<file path="config.mk">
export PLATFORM = sky130hd
export DESIGN_NAME = ecomp_gen_stream
export DESIGN_NICKNAME = d
export VERILOG_FILES = /design/src/rtl/ecomp_pkg.sv /design/src/rtl/ecomp_min_merge.sv /design/src/rtl/ecomp_gen_stream.sv
export SDC_FILE = /design/constraint.sdc
export NUM_CORES = 2
export LEC_CHECK = 0
export BUFFER_PORTS_ARGS = -buffer_cell sky130_fd_sc_hd__clkbuf_2
export CAP_MARGIN = 30
export CORE_MARGIN = 1.5
export CORE_UTILIZATION = 60
export DETAILED_ROUTE_END_ITERATION = 10
export PLACE_DENSITY = 0.79
export RECOVER_POWER = 50
export SLEW_MARGIN = 0
export SYNTH_ARGS = -nofsm -noshare
export SYNTH_HDL_FRONTEND = slang
export SYNTH_SLANG_ARGS = --single-unit
</file>
<file path="constraint.sdc">
create_clock -name clk -period 38 [get_ports clk]
set_clock_uncertainty 0.15 [all_clocks]
set_input_delay 3.8 -clock clk [delete_from_list [all_inputs] [get_ports clk]]
set_output_delay 3.8 -clock clk [all_outputs]
set_load 0.02 [all_outputs]
</file>
<file path="src/rtl/ecomp_pkg.sv">
// Shared definitions for the compressed-extrinsic stream generator.
//   ecomp_size()            : width of the {min1, min2, pos, usign} word
//   pos_lsb/min2_lsb/min1_lsb : field offsets inside that word
//   POS_LSB/MIN2_LSB/MIN1_LSB : the same offsets for the default configuration
//   mag_tuple_t             : (m1, m2, pos) min-tree tuple at the default widths
package ecomp_pkg;

    localparam int unsigned DEF_WC     = 32;
    localparam int unsigned DEF_WABS   = 5;
    localparam int unsigned DEF_WCBITS = $clog2(DEF_WC);

    function automatic int unsigned ecomp_size(input int unsigned wc, input int unsigned wabs);
        return 2 * wabs + $clog2(wc) + wc;
    endfunction

    // Word layout, MSB to LSB: {min1, min2, pos, usign}
    function automatic int unsigned pos_lsb(input int unsigned wc);
        return wc;
    endfunction

    function automatic int unsigned min2_lsb(input int unsigned wc);
        return wc + $clog2(wc);
    endfunction

    function automatic int unsigned min1_lsb(input int unsigned wc, input int unsigned wabs);
        return min2_lsb(wc) + wabs;
    endfunction

    localparam int unsigned POS_LSB  = pos_lsb(DEF_WC);
    localparam int unsigned MIN2_LSB = min2_lsb(DEF_WC);
    localparam int unsigned MIN1_LSB = min1_lsb(DEF_WC, DEF_WABS);

    typedef struct packed {
        logic [DEF_WABS-1:0]   m1;
        logic [DEF_WABS-1:0]   m2;
        logic [DEF_WCBITS-1:0] pos;
    } mag_tuple_t;

endpackage

</file>
<file path="src/rtl/ecomp_min_merge.sv">
// Combinational merge of two (m1, m2, pos) tuples from a min tree.
//   a_i : tuple covering the lower lane indices (wins ties on m1)
//   b_i : tuple covering the higher lane indices
//   y_o : merged tuple; m1 = overall minimum, m2 = second smallest of the four values
// The tuple type is a parameter so the top can size fields for its own configuration.
module ecomp_min_merge
    import ecomp_pkg::*;
#(
    parameter type tuple_t = mag_tuple_t
) (
    input  tuple_t a_i,
    input  tuple_t b_i,
    output tuple_t y_o
);

    always_comb begin
        y_o = a_i;
        if (a_i.m1 <= b_i.m1) begin
            // Loser's m2 can never beat the winner's m2 or the loser's m1
            y_o.m1  = a_i.m1;
            y_o.pos = a_i.pos;
            y_o.m2  = (b_i.m1 < a_i.m2) ? b_i.m1 : a_i.m2;
        end else begin
            y_o.m1  = b_i.m1;
            y_o.pos = b_i.pos;
            y_o.m2  = (a_i.m1 < b_i.m2) ? a_i.m1 : b_i.m2;
        end
    end

endmodule

</file>
<file path="src/rtl/ecomp_gen_stream.sv">
// Stream-handshaked compressed-extrinsic generator for a min-sum check node.
// Each accepted beat (WC signs + WC magnitudes) yields {min1, min2, pos, usign}
// WCBITS+2 cycles later. One global enable stalls the whole pipeline.
//   clk, rst         : rising-edge clock, synchronous active-low reset
//   in_valid/in_ready: input handshake; in_ready = !out_valid || out_ready
//   sign_in, mag_in  : per-edge signs and magnitudes (lane i at [i*WABS +: WABS])
//   out_valid/out_ready, ecomp : output handshake and result word
// Optional feature macro ECOMP_OFFSET_EN: subtract OFFSET (saturating at 0) from
// min1 and min2 in the output stage.
module ecomp_gen_stream
    import ecomp_pkg::*;
#(
    parameter int unsigned WC        = 32,
    parameter int unsigned WABS      = 5,
    parameter int unsigned WCBITS    = $clog2(WC),
    parameter int unsigned OFFSET    = 1,
    parameter int unsigned ECOMPSIZE = ecomp_size(WC, WABS)
) (
    input  logic                 clk,
    input  logic                 rst,
    input  logic                 in_valid,
    output logic                 in_ready,
    input  logic [WC-1:0]        sign_in,
    input  logic [WC*WABS-1:0]   mag_in,
    output logic                 out_valid,
    input  logic                 out_ready,
    output logic [ECOMPSIZE-1:0] ecomp
);

    localparam int unsigned P = 1 << WCBITS;

    typedef struct packed {
        logic [WABS-1:0]   m1;
        logic [WABS-1:0]   m2;
        logic [WCBITS-1:0] pos;
    } tuple_t;

    logic en;

    // vld_q[0]/sgn_q[0]/mag_q form stage 0; index k tracks tree level k
    logic [WCBITS:0]      vld_q;
    logic [WC-1:0]        sgn_q [WCBITS+1];
    logic [WC*WABS-1:0]   mag_q;

    // Heap-ordered tree: node n has children 2n and 2n+1, leaves are P..2P-1
    tuple_t leaf   [P];
    tuple_t node_d [1:P-1];
    tuple_t node_q [1:P-1];

    logic [WABS-1:0]   min1_d, min1_q;
    logic [WABS-1:0]   min2_d, min2_q;
    logic [WCBITS-1:0] pos_q;
    logic [WC-1:0]     usign_d, usign_q;
    logic              out_valid_q;

    assign en       = !out_valid_q || out_ready;
    assign in_ready = en;

    for (genvar i = 0; i < P; i++) begin : g_leaf
        if (i < WC) begin : g_lane
            assign leaf[i] = '{m1: mag_q[i*WABS +: WABS], m2: {WABS{1'b1}}, pos: WCBITS'(i)};
        end else begin : g_pad
            // Pad lanes sit at higher indices, so ties never let them win
            assign leaf[i] = '{m1: {WABS{1'b1}}, m2: {WABS{1'b1}}, pos: WCBITS'(i)};
        end
    end

    for (genvar n = 1; n < P; n++) begin : g_node
        tuple_t a;
        tuple_t b;
        if (2 * n >= P) begin : g_from_leaf
            assign a = leaf[2*n - P];
            assign b = leaf[2*n + 1 - P];
        end else begin : g_from_node
            assign a = node_q[2*n];
            assign b = node_q[2*n + 1];
        end
        ecomp_min_merge #(
            .tuple_t(tuple_t)
        ) u_merge (
            .a_i(a),
            .b_i(b),
            .y_o(node_d[n])
        );
    end

`ifdef ECOMP_OFFSET_EN
    localparam logic [WABS-1:0] OFF = WABS'(OFFSET);
`endif

    always_comb begin
        usign_d = sgn_q[WCBITS] ^ {WC{^sgn_q[WCBITS]}};
`ifdef ECOMP_OFFSET_EN
        min1_d = (node_q[1].m1 > OFF) ? node_q[1].m1 - OFF : '0;
        min2_d = (node_q[1].m2 > OFF) ? node_q[1].m2 - OFF : '0;
`else
        min1_d = node_q[1].m1;
        min2_d = node_q[1].m2;
`endif
    end

    always_ff @(posedge clk) begin
        if (!rst) begin
            vld_q       <= '0;
            mag_q       <= '0;
            for (int k = 0; k <= WCBITS; k++) begin
                sgn_q[k] <= '0;
            end
            for (int n = 1; n < P; n++) begin
                node_q[n] <= '0;
            end
            min1_q      <= '0;
            min2_q      <= '0;
            pos_q       <= '0;
            usign_q     <= '0;
            out_valid_q <= 1'b0;
        end else if (en) begin
            vld_q    <= {vld_q[WCBITS-1:0], in_valid};
            mag_q    <= mag_in;
            sgn_q[0] <= sign_in;
            for (int k = 1; k <= WCBITS; k++) begin
                sgn_q[k] <= sgn_q[k-1];
            end
            for (int n = 1; n < P; n++) begin
                node_q[n] <= node_d[n];
            end
            min1_q      <= min1_d;
            min2_q      <= min2_d;
            pos_q       <= node_q[1].pos;
            usign_q     <= usign_d;
            out_valid_q <= vld_q[WCBITS];
        end
    end

    assign out_valid = out_valid_q;
    assign ecomp     = {min1_q, min2_q, pos_q, usign_q};

endmodule

</file>
==> metrics.yaml <==
max_slew_margin: -5.83
antenna_diode_instance_count: 0
clk_pin_slew_ns: 0.06
ys_seq_area_frac: 0.537
clock-root-buffer: "clkbuf_16"
worst-endpoint-required_ns: 37.78
first_global_vias: 25000
setup_tns_final_ns: 0
synth_top_cell_area_share: 0.429
antenna_found_initial: 1
ys.warnings.count: 0
numClockSinks: 785
netlist_area_um2: 39900
clock.fmax_mhz: 70.4
unrepaired_setup_endpoints_after_global_routing: "false"
buffer_levels_on_the_longest_clock_path: 3
cts_setup_buffers: 0
most-common-layout-cells: "571 x edfxtp_1, 415 x mux2i_1, 378 x nand2_1"
setup_slack_ns: 23.79
switching_power_uw: 600
grt_util_all_layers: 0.229
avgSynthCellArea_um2: 11.2
numPortBuffers: 244
period_needed_ns: 14.21
grt_pass1_wl_mm: 126
drtIter0Drc: 1826
tritoncts_buffer_count: 85
number_of_hold_violations_in_the_final_report: 0
die_area_um2: 68100
cts-hold-fix-buffers: 0
layout.nets: 4209
internal-power_uw: 1670
worstSetupPathType: "input port to register"
cp-start-kind: "input port"
worst_vdd_ir_uv: 39.8
die_height_um: 261
initial_utilization: 0.606
fin_crit_sh: 0.374
fillCellCount: 4789
power_density_nw_per_um2: 51.0
post-route-drc-count: 0
violations_in_the_final_reports: "max-capacitance violations, max-slew violations"
clock_latency_ns: 0.65
comb_power_share: 0.174
routabilityCongestion: 0.884
floorplan.core_area_um2: 65900
yosysUniqueCellTypes: 30
drv_cap: 12
layout.cells.most_common: "edfxtp_1"
post_synth_main_area_contributors: "edfxtp_1 43%, dfxtp_1 11%, mux2i_1 10%, ha_1 8.6%, nand2_1 3.6%"
critical_path.endpoint_type: "register"
postCtsResizedCells: 0
tightest_slew_ns: 10.24
timing.final.setup_violations: 0
via_count: 25900
placement_rows: 94
synth-seq-cells: 785
cp_max_fo: 203
power_frac_clock: 0.375
power.share.switching: 0.264
detailed_place_hpwl_mm: 51.8
cts-htree-levels: 3
globalRouteOverflowTotal: 0
synthesis_to_layout_area_growth_pct: 11.6
avgViaCountPerCell: 5.53
post_synth_inst_count: 3579
run_status: "complete, but fails checks"
placement.setup.worst_slack_ns: 29.33
slew_violations: 1128
final_layout_size_suffix_gt1_frac: 0.0890
postSynthNetCount: 4050
grt_max_degree: 204
worstHoldPathType: "register to register"
power_frac_seq: 0.451
detailedRoute.firstPassIterationCount: 5
tritoncts: "yes"
chipWidth_um: 261
top_level_ports: 245
worst_ep_arrival_time_ns: 13.99
power.static_leakage_uw: 0.0199
drt_wl_total_mm: 78.5
average_wire_length_per_cell_after_detail_routing_um: 16.8
yosysTopAreaCell: "edfxtp_1"
drt.antenna.violating_nets: 0
[cell type report]
type	instances	area, µm²	area share
Sequential cell	785	21400	0.481
Multi-Input combinational cell	2268	16500	0.371
Clock buffer	109	2380	0.0535
Timing Repair Buffer	263	1320	0.0295
Inverter	335	1260	0.0283
Tap cell	864	1080	0.0243
Clock inverter	49	558	0.0125
[cell usage after synthesis]
cell type / instances
a21boi_0: 181
mux2i_1: 415
a21o_1: 105
ha_1: 275
edfxtp_1: 571
o22ai_1: 75
buf_6: 3
a22o_1: 32
a22oi_1: 4
dfxtp_1: 214
a21oi_1: 38
xnor2_2: 1
nand2_1: 378
and2_1: 25
o22a_1: 26
inv_1: 335
and4_1: 5
a21oi_2: 3
xor2_1: 4
nand2b_1: 45
nand4_1: 26
nor2_1: 265
xnor2_1: 58
buf_1: 7
o21a_1: 37
o21ai_0: 31
nor2b_1: 32
a22oi_2: 1
clkbuf_1: 181
and3_1: 206
[state kept, by name (all words and copies together) (netlist names)]
name       cells
usign_q       32
sgn_q        192
min2_q         5
min1_q         5
node_q       379
vld_q          6
pos_q          5
out_valid      1
mag_q        160
[power by group through the flow]
| stage | logic [µW] | registers [µW] | clock network [µW] |
|---|---|---|---|
| floorplan | 321 | 1030 | 0 |
| global placement | 381 | 1040 | 0 |
| detailed placement | 394 | 1040 | 0 |
| CTS | 398 | 1020 | 866 |
| global route | 438 | 1030 | 899 |
| finish | 396 | 1020 | 852 |
[per-stage QoR]
stage	hold slack (ns)	cells	cell area [µm²]	util	power [µW]
global placement	0.302	4510	41700	0.633	1420
global route	0.337	4673	44600	0.677	2370
floorplan	0.291	3579	39900	-	1350
finish	0.314	4673	44600	0.677	2270
detailed placement	0.310	4513	41800	0.634	1430
CTS	0.318	4671	44700	0.679	2290
[worst max-delay path, cell delays in order]
cell and delay [ns]:
clkbuf_8 0.33, and2_0 0.93, clkinvlp_2 1.39, clkbuf_1 7.10
[final timing paths]
check | from | end | slack (ns) | cells after the start
setup / recovery | rst | sgn_q[0][54] | 23.79 | 4
hold / removal | vld_q[5] | vld_q[5] | 0.31 | 2
setup reg to reg | out_valid | sgn_q[0][54] | 26.89 | 4
hold reg to reg | vld_q[5] | vld_q[5] | 0.31 | 2
[cells by family after synthesis]
| family | synth area share |
|---|---|
| AO/OA/AOI/OAI | 0.0955 |
| XOR/XNOR | 0.0140 |
| adder cells (fa/ha/maj) | 0.0861 |
| buffers and inverters | 0.0500 |
| flip-flops | 0.537 |
| multiplexers | 0.104 |
| AND/OR/NAND/NOR | 0.114 |
[routing by layer]
layer | GRT usage | part of all wire | vias to the layer above
met5 | 0 | 0 | -
met4 | 0.0678 | 0.021 | 0
met3 | 0.0346 | 0.050 | 123
met2 | 0.378 | 0.48 | 512
met1 | 0.315 | 0.45 | 12300
li1 | - | - | 12900
Note: power is estimated with default switching activity, not from simulation.
